## config.mk

```make
export PLATFORM = sky130hd
export DESIGN_NAME = pwm_stream_modulator
export DESIGN_NICKNAME = d
export VERILOG_FILES = /design/src/rtl/pwm_stream_modulator_pkg.sv /design/src/rtl/pwm_step_timer.sv /design/src/rtl/pwm_stream_modulator.sv
export SDC_FILE = /design/constraint.sdc
export NUM_CORES = 1
export LEC_CHECK = 0
export ABC_AREA = 1
export CAP_MARGIN = 20
export CORE_ASPECT_RATIO = 0.6
export CORE_MARGIN = 2
export CORE_UTILIZATION = 55
export CTS_CLUSTER_SIZE = 8
export DETAILED_ROUTE_END_ITERATION = 10
export PLACE_DENSITY = 0.76
export SLEW_MARGIN = 15
export SYNTH_ARGS = -nofsm -noshare
export SYNTH_HDL_FRONTEND = slang
export SYNTH_HIERARCHICAL = 1
export SYNTH_SLANG_ARGS = --single-unit
```

## constraint.sdc

```tcl
create_clock -name i_clk -period 3.86 [get_ports i_clk]
set_input_delay 0.579 -clock i_clk [delete_from_list [all_inputs] [get_ports i_clk]]
set_output_delay 0.579 -clock i_clk [all_outputs]
set_load 0.005 [all_outputs]
```

## src/rtl/pwm_stream_modulator_pkg.sv

```systemverilog
// Shared defaults, mode encoding and width helpers for the PWM stream modulator.
package pwm_stream_modulator_pkg;

  localparam int PWM_STEPS_DEF     = 64;
  localparam int CLKS_PER_STEP_DEF = 4;

  typedef enum logic {
    MODE_LEFT   = 1'b0,
    MODE_CENTER = 1'b1
  } pwm_mode_e;

  // Counter width able to hold 0..n-1 (at least one bit).
  function automatic int cnt_width(input int n);
    return (n > 1) ? $clog2(n) : 1;
  endfunction

  // Duty samples must represent 0..PWM_STEPS inclusive.
  function automatic int duty_width(input int steps);
    return $clog2(steps + 1);
  endfunction

endpackage

```

## src/rtl/pwm_step_timer.sv

```systemverilog
// Step prescaler and symbol position counter; both held at zero while disabled.
module pwm_step_timer
  import pwm_stream_modulator_pkg::*;
#(
  parameter int PWM_STEPS     = PWM_STEPS_DEF,
  parameter int CLKS_PER_STEP = CLKS_PER_STEP_DEF,
  parameter int POS_W         = cnt_width(PWM_STEPS)
) (
  input  logic             i_clk,
  input  logic             i_rst_n,
  input  logic             i_enable,
  output logic             o_step_tick,
  output logic [POS_W-1:0] o_position,
  output logic             o_symbol_end
);

  localparam int STEP_W = cnt_width(CLKS_PER_STEP);
  localparam logic [STEP_W-1:0] STEP_LAST = STEP_W'(CLKS_PER_STEP - 1);
  localparam logic [POS_W-1:0]  POS_LAST  = POS_W'(PWM_STEPS - 1);

  logic [STEP_W-1:0] r_step;
  logic [POS_W-1:0]  r_pos;
  logic              w_step_tick;

  assign w_step_tick = i_enable && (r_step == STEP_LAST);

  always_ff @(posedge i_clk or negedge i_rst_n) begin
    if (!i_rst_n) begin
      r_step <= '0;
      r_pos  <= '0;
    end else if (!i_enable) begin
      r_step <= '0;
      r_pos  <= '0;
    end else begin
      r_step <= w_step_tick ? '0 : r_step + 1'b1;
      if (w_step_tick) begin
        r_pos <= (r_pos == POS_LAST) ? '0 : r_pos + 1'b1;
      end
    end
  end

  assign o_step_tick  = w_step_tick;
  assign o_position   = r_pos;
  // High throughout the last position; the boundary is its final step_tick.
  assign o_symbol_end = (r_pos == POS_LAST);

endmodule

```

## src/rtl/pwm_stream_modulator.sv

```systemverilog
// Streams duty samples through a one-entry buffer into a left/centre-aligned PWM output.
module pwm_stream_modulator
  import pwm_stream_modulator_pkg::*;
#(
  parameter int PWM_STEPS     = PWM_STEPS_DEF,
  parameter int CLKS_PER_STEP = CLKS_PER_STEP_DEF,
  parameter int DUTY_W        = duty_width(PWM_STEPS),
  parameter bit UNDERRUN_HOLD = 1'b1
) (
  input  logic              i_clk,
  input  logic              i_rst_n,
  input  logic              i_enable,
  input  logic              i_center_mode,
  input  logic [DUTY_W-1:0] i_duty_data,
  input  logic              i_duty_valid,
  output logic              o_duty_ready,
  input  logic              i_underrun_clr,
  output logic              o_pwm,
  output logic              o_sym_tick,
  output logic              o_underrun
);

  localparam int POS_W = cnt_width(PWM_STEPS);
  localparam int CMP_W = DUTY_W + 1;
  localparam logic [DUTY_W-1:0] DUTY_MAX = DUTY_W'(PWM_STEPS);
  localparam logic [CMP_W-1:0]  STEPS_C  = CMP_W'(PWM_STEPS);

  logic              r_started;
  logic [DUTY_W-1:0] r_buf;
  logic              r_buf_full;
  logic [DUTY_W-1:0] r_active_duty;
  pwm_mode_e         r_active_mode;
  logic              r_pwm;
  logic              r_sym_tick;
  logic              r_underrun;

  logic              w_step_tick;
  logic [POS_W-1:0]  w_position;
  logic              w_symbol_end;
  logic              w_start;
  logic              w_boundary;
  logic              w_xfer;
  logic [DUTY_W-1:0] w_buf_sat;
  logic [DUTY_W-1:0] w_load_duty;
  pwm_mode_e         w_next_mode;
  logic [DUTY_W-1:0] w_cmp_duty;
  pwm_mode_e         w_cmp_mode;
  logic [CMP_W-1:0]  w_d;
  logic [CMP_W-1:0]  w_p;
  logic [CMP_W-1:0]  w_lo;
  logic              w_pwm_next;

  pwm_step_timer #(
    .PWM_STEPS    (PWM_STEPS),
    .CLKS_PER_STEP(CLKS_PER_STEP),
    .POS_W        (POS_W)
  ) u_timer (
    .i_clk       (i_clk),
    .i_rst_n     (i_rst_n),
    .i_enable    (i_enable),
    .o_step_tick (w_step_tick),
    .o_position  (w_position),
    .o_symbol_end(w_symbol_end)
  );

  assign w_start     = i_enable && !r_started;
  assign w_boundary  = (w_step_tick && w_symbol_end) || w_start;
  assign w_xfer      = i_duty_valid && !r_buf_full;
  assign w_buf_sat   = (r_buf > DUTY_MAX) ? DUTY_MAX : r_buf;
  assign w_load_duty = r_buf_full ? w_buf_sat : (UNDERRUN_HOLD ? r_active_duty : '0);
  assign w_next_mode = pwm_mode_e'(i_center_mode);

  // On a start boundary position 0 is already live, so compare against the incoming symbol.
  assign w_cmp_duty = w_start ? w_load_duty : r_active_duty;
  assign w_cmp_mode = w_start ? w_next_mode : r_active_mode;
  assign w_d        = CMP_W'(w_cmp_duty);
  assign w_p        = CMP_W'(w_position);
  assign w_lo       = (STEPS_C - w_d) >> 1;

  always_comb begin
    w_pwm_next = 1'b0;
    if (w_cmp_mode == MODE_CENTER) begin
      w_pwm_next = (w_p >= w_lo) && (w_p < (w_lo + w_d));
    end else begin
      w_pwm_next = (w_p < w_d);
    end
  end

  always_ff @(posedge i_clk or negedge i_rst_n) begin
    if (!i_rst_n) begin
      r_started     <= 1'b0;
      r_buf         <= '0;
      r_buf_full    <= 1'b0;
      r_active_duty <= '0;
      r_active_mode <= MODE_LEFT;
      r_pwm         <= 1'b0;
      r_sym_tick    <= 1'b0;
      r_underrun    <= 1'b0;
    end else begin
      r_started  <= i_enable;
      r_pwm      <= i_enable && w_pwm_next;
      r_sym_tick <= w_boundary;

      if (w_boundary) begin
        r_active_duty <= w_load_duty;
        r_active_mode <= w_next_mode;
      end

      // A transfer can only coincide with a boundary when the buffer is empty: it refills it.
      if (w_xfer) begin
        r_buf      <= i_duty_data;
        r_buf_full <= 1'b1;
      end else if (w_boundary) begin
        r_buf_full <= 1'b0;
      end

      if (w_boundary && !r_buf_full) begin
        r_underrun <= 1'b1;
      end else if (i_underrun_clr) begin
        r_underrun <= 1'b0;
      end
    end
  end

  assign o_duty_ready = !r_buf_full;
  assign o_pwm        = r_pwm;
  assign o_sym_tick   = r_sym_tick;
  assign o_underrun   = r_underrun;

endmodule

```

==> flow_summary.yaml <==
critical_path:
  critPathCaptureType: "flop"
  critPathSlowestCell: "clkdlybuf4s50_1"
  r2r_end: "o_pwm"
  reg2reg_setup_slack_ns: 0.51
  cp_cell_sequence: "clkdlybuf4s50_1 > inv_2 > nor2_4 > buf_4 > nand3_1 > nand2_1 > ha_1 > nand2_1 > o21ai_0 > nand2_1 > inv_1 > ha_1 > a21oi_1 > nand2_1 > xor2_1 > ha_1 > nand2_1 > inv_1 > nand2_1 > nand2_1 > nand4_1 > nand2_1 > a21oi_2"
  path_class: "input port to flop"
  start_kind: "input port"
  timing.critical_path.required_ns: 4.01
  max_stage_delay_ns: 0.49
  worstPathMaxFanout: 11
  path_delay_family: "simple AND/OR/NAND/NOR gates"
  worst_r2r_path_depth: 23
  worst_ep_arrival_time_ns: 3.73
  r2r-start: "r_buf_full"
  path_buf_inv: 5
  crit_path_frequent_cell: "nand2_1"
route:
  drc_errors: 0
  wl_per_cell_um: 13.0
  drt-pass1-iter-count: 4
  detail_route.iter0.violations: 118
  ant_nets: 0
  via_count: 1888
  detail_route.wirelength_mm: 4.69
  vias_per_cell: 5.23
sta:
  setup_viol: 0
  maxSlewHeadroom_pct: 61.4
  rsz0062_at_grt: "false"
  fin_ws_ns: 0.281
  finalClockSkew_ns: 0.00705
  fin_crit_sh_pct: 92.7
  drv_slew: 0
  layout_min_cycle_time_ns: 3.58
  tightest_slew_ns: 0.578
  fmax_mhz: 279
  fin_setup_tns_ns: 0
  hold_violations: 0
cts:
  cts_tree: "yes"
  htreeDepth: 1
  cts.sinks: 28
  clockRootBuffer: "clkbuf_8"
  clock_path_buffers: 2
  clock_latency_ns: 0.28
  postCtsHoldBufs: 0
  cts_inserted_buffers: 3
  path_clk_slew_ns: 0.10
  cts_setup_buffers: 0
grt:
  grt_max_degree: 29
  antenna_found_initial: 0
  grt_use_total_pct: 23.0
  grt_pass1_vias: 1748
  overflow: 0
  grt_pass1_wl_mm: 8.08
pwr:
  irDropWorstVdd_mv: 0.244
  p_leak_nw: 1.34
  power_mw: 1.46
  power_density_nw_per_um2: 571
yosys:
  syn-num-nets: 328
  syn_area_um2: 2230
  yosysWarnings: 6
  syn_area_per_cell_um2: 7.70
  netlist_instances: 290
  synth.yosys.seq_area_share_pct: 31.4
  ys_types: 39
  ys_ff_latch: 28
worst_hold_path:
  holdPathEnd: "u_timer/r_step[0]"
  min_from: "u_timer/r_step[0]"
  whs_path_depth: 1
  holdCritPathClass: "flop to flop"
placed_design:
  port_buffers: 16
  hpwl_mm: 3.80
  gp_congestion: 0.921
  dp_slack_ns: -0.0364
  dp.cells: 357
final_layout:
  most-common-layout-cells: "nand2_1 (77), inv_1 (38), dfrtp_1 (28)"
  final_cells: 361
  final_common_cell: "nand2_1"
  area_delta_synth_final_pct: 14.8
  final_nets: 353
  diodes: 0
  drive_above_1_share_pct: 13.4
run_status:
  status: "finished clean"
floorplan:
  initial_core_util_pct: 59.0
  die_x_um: 86.3
  coreArea_um2: 3790
  fp-row-count: 17
  dieArea_um2: 4600
  io_pins: 17
  die_y_um: 53.4
job:
  cap_violations: 0
-- layer usage --
metal,routed length (µm),GRT usage [%]
met3,315,4.84
met1,2530,34.1
met2,1800,34.4
met5,0,0
met4,40,4.95
-- synthesized netlist by cell type (all sizes together) --
cell type / count / area [µm²]
nor3: 3 / 25.0
nand4: 4 / 31.3
nand3: 19 / 110
a211oi: 1 / 7.51
inv: 42 / 165
a22o: 1 / 8.76
mux2: 5 / 56.3
xnor2: 1 / 8.76
and2: 1 / 6.26
o211ai: 1 / 7.51
clkbuf: 1 / 3.75
ha: 25 / 313
o21ai: 18 / 97.6
nor2: 21 / 101
a21oi: 14 / 73.8
xor2: 8 / 70.1
a21boi: 1 / 18.8
nor4: 1 / 6.26
a31oi: 5 / 31.3
or2: 3 / 18.8
buf: 2 / 22.5
nand2: 81 / 319
dfrtp: 28 / 701
o21bai: 2 / 15.0
nand3b: 2 / 15.0
-- how the worst max path moves through the flow --
| stage | from | endpoint | slack (ns) | depth (start not counted) |
|---|---|---|---|---|
| after floorplan | i_enable | o_pwm | 0.70 | 24 |
| after global placement | i_enable | o_pwm | 0.09 | 23 |
| after CTS | i_enable | o_pwm | 0.25 | 25 |
| after global routing | i_enable | o_pwm | 0.02 | 23 |
| final | i_enable | o_pwm | 0.28 | 23 |
| after detailed placement | i_enable | o_pwm | -0.04 | 25 |
-- metrics by stage --
step	utilization, %	instance area (µm²)	hold slack, ns
finish	67.7	2560	0.448
global route	67.7	2560	0.465
CTS	67.3	2550	0.455
detailed placement	65.5	2480	0.440
global placement	65.5	2480	0.423
floorplan	-	2230	0.283
-- power by group --
group          switching, mW  internal, mW  total, mW  leakage [nW]
logic                  0.487         0.337      0.824         0.957
registers             0.0531         0.354      0.407         0.348
clock network         0.0929         0.139      0.232        0.0357
-- cell families (layout without fill, tap and decap cells) --
kind of cell,count (synthesis),in the layout,share of synthesized area [%]
simple gates,135,135,28.3
buf+inv,45,69,8.57
compound gates,43,43,11.7
flops,28,28,31.4
fa+ha+maj,25,25,14.0
xor+xnor,9,9,3.53
mux,5,5,2.52
-- sequential cells by signal (all words and copies together) (netlist names), 2 cells and up --
| signal | cells |
|---|---|
| r_active_duty | 7 |
| r_buf | 7 |
| u_timer/o_position | 6 |
| u_timer/r_step | 2 |
-- repair_timing --
action	4_1_cts	5_1_grt
endpoints found under the setup margin	0	1
endpoints found under the hold margin	0	0
resized for setup	0	2
-- worst reg2reg max path, delay by kind of cell (launching register included) --
kind / cells / cell delay (ns)
simple gates: 12 / 1.15
xor+xnor: 2 / 0.28
fa+ha+maj: 2 / 0.60
buf+inv: 5 / 0.33
flops: 1 / 0.64
compound gates: 2 / 0.28
-- final cells by class --
type | instances | area [µm²]
clock buffer | 3 | 41.3
inverter | 42 | 165
timing repair buffer | 23 | 213
clock inverter | 1 | 30.0
sequential | 28 | 701
fill | 338 | 1220
tap | 47 | 58.8
multi-input combinational | 217 | 1360
Note: power is estimated with default switching activity, not from simulation.
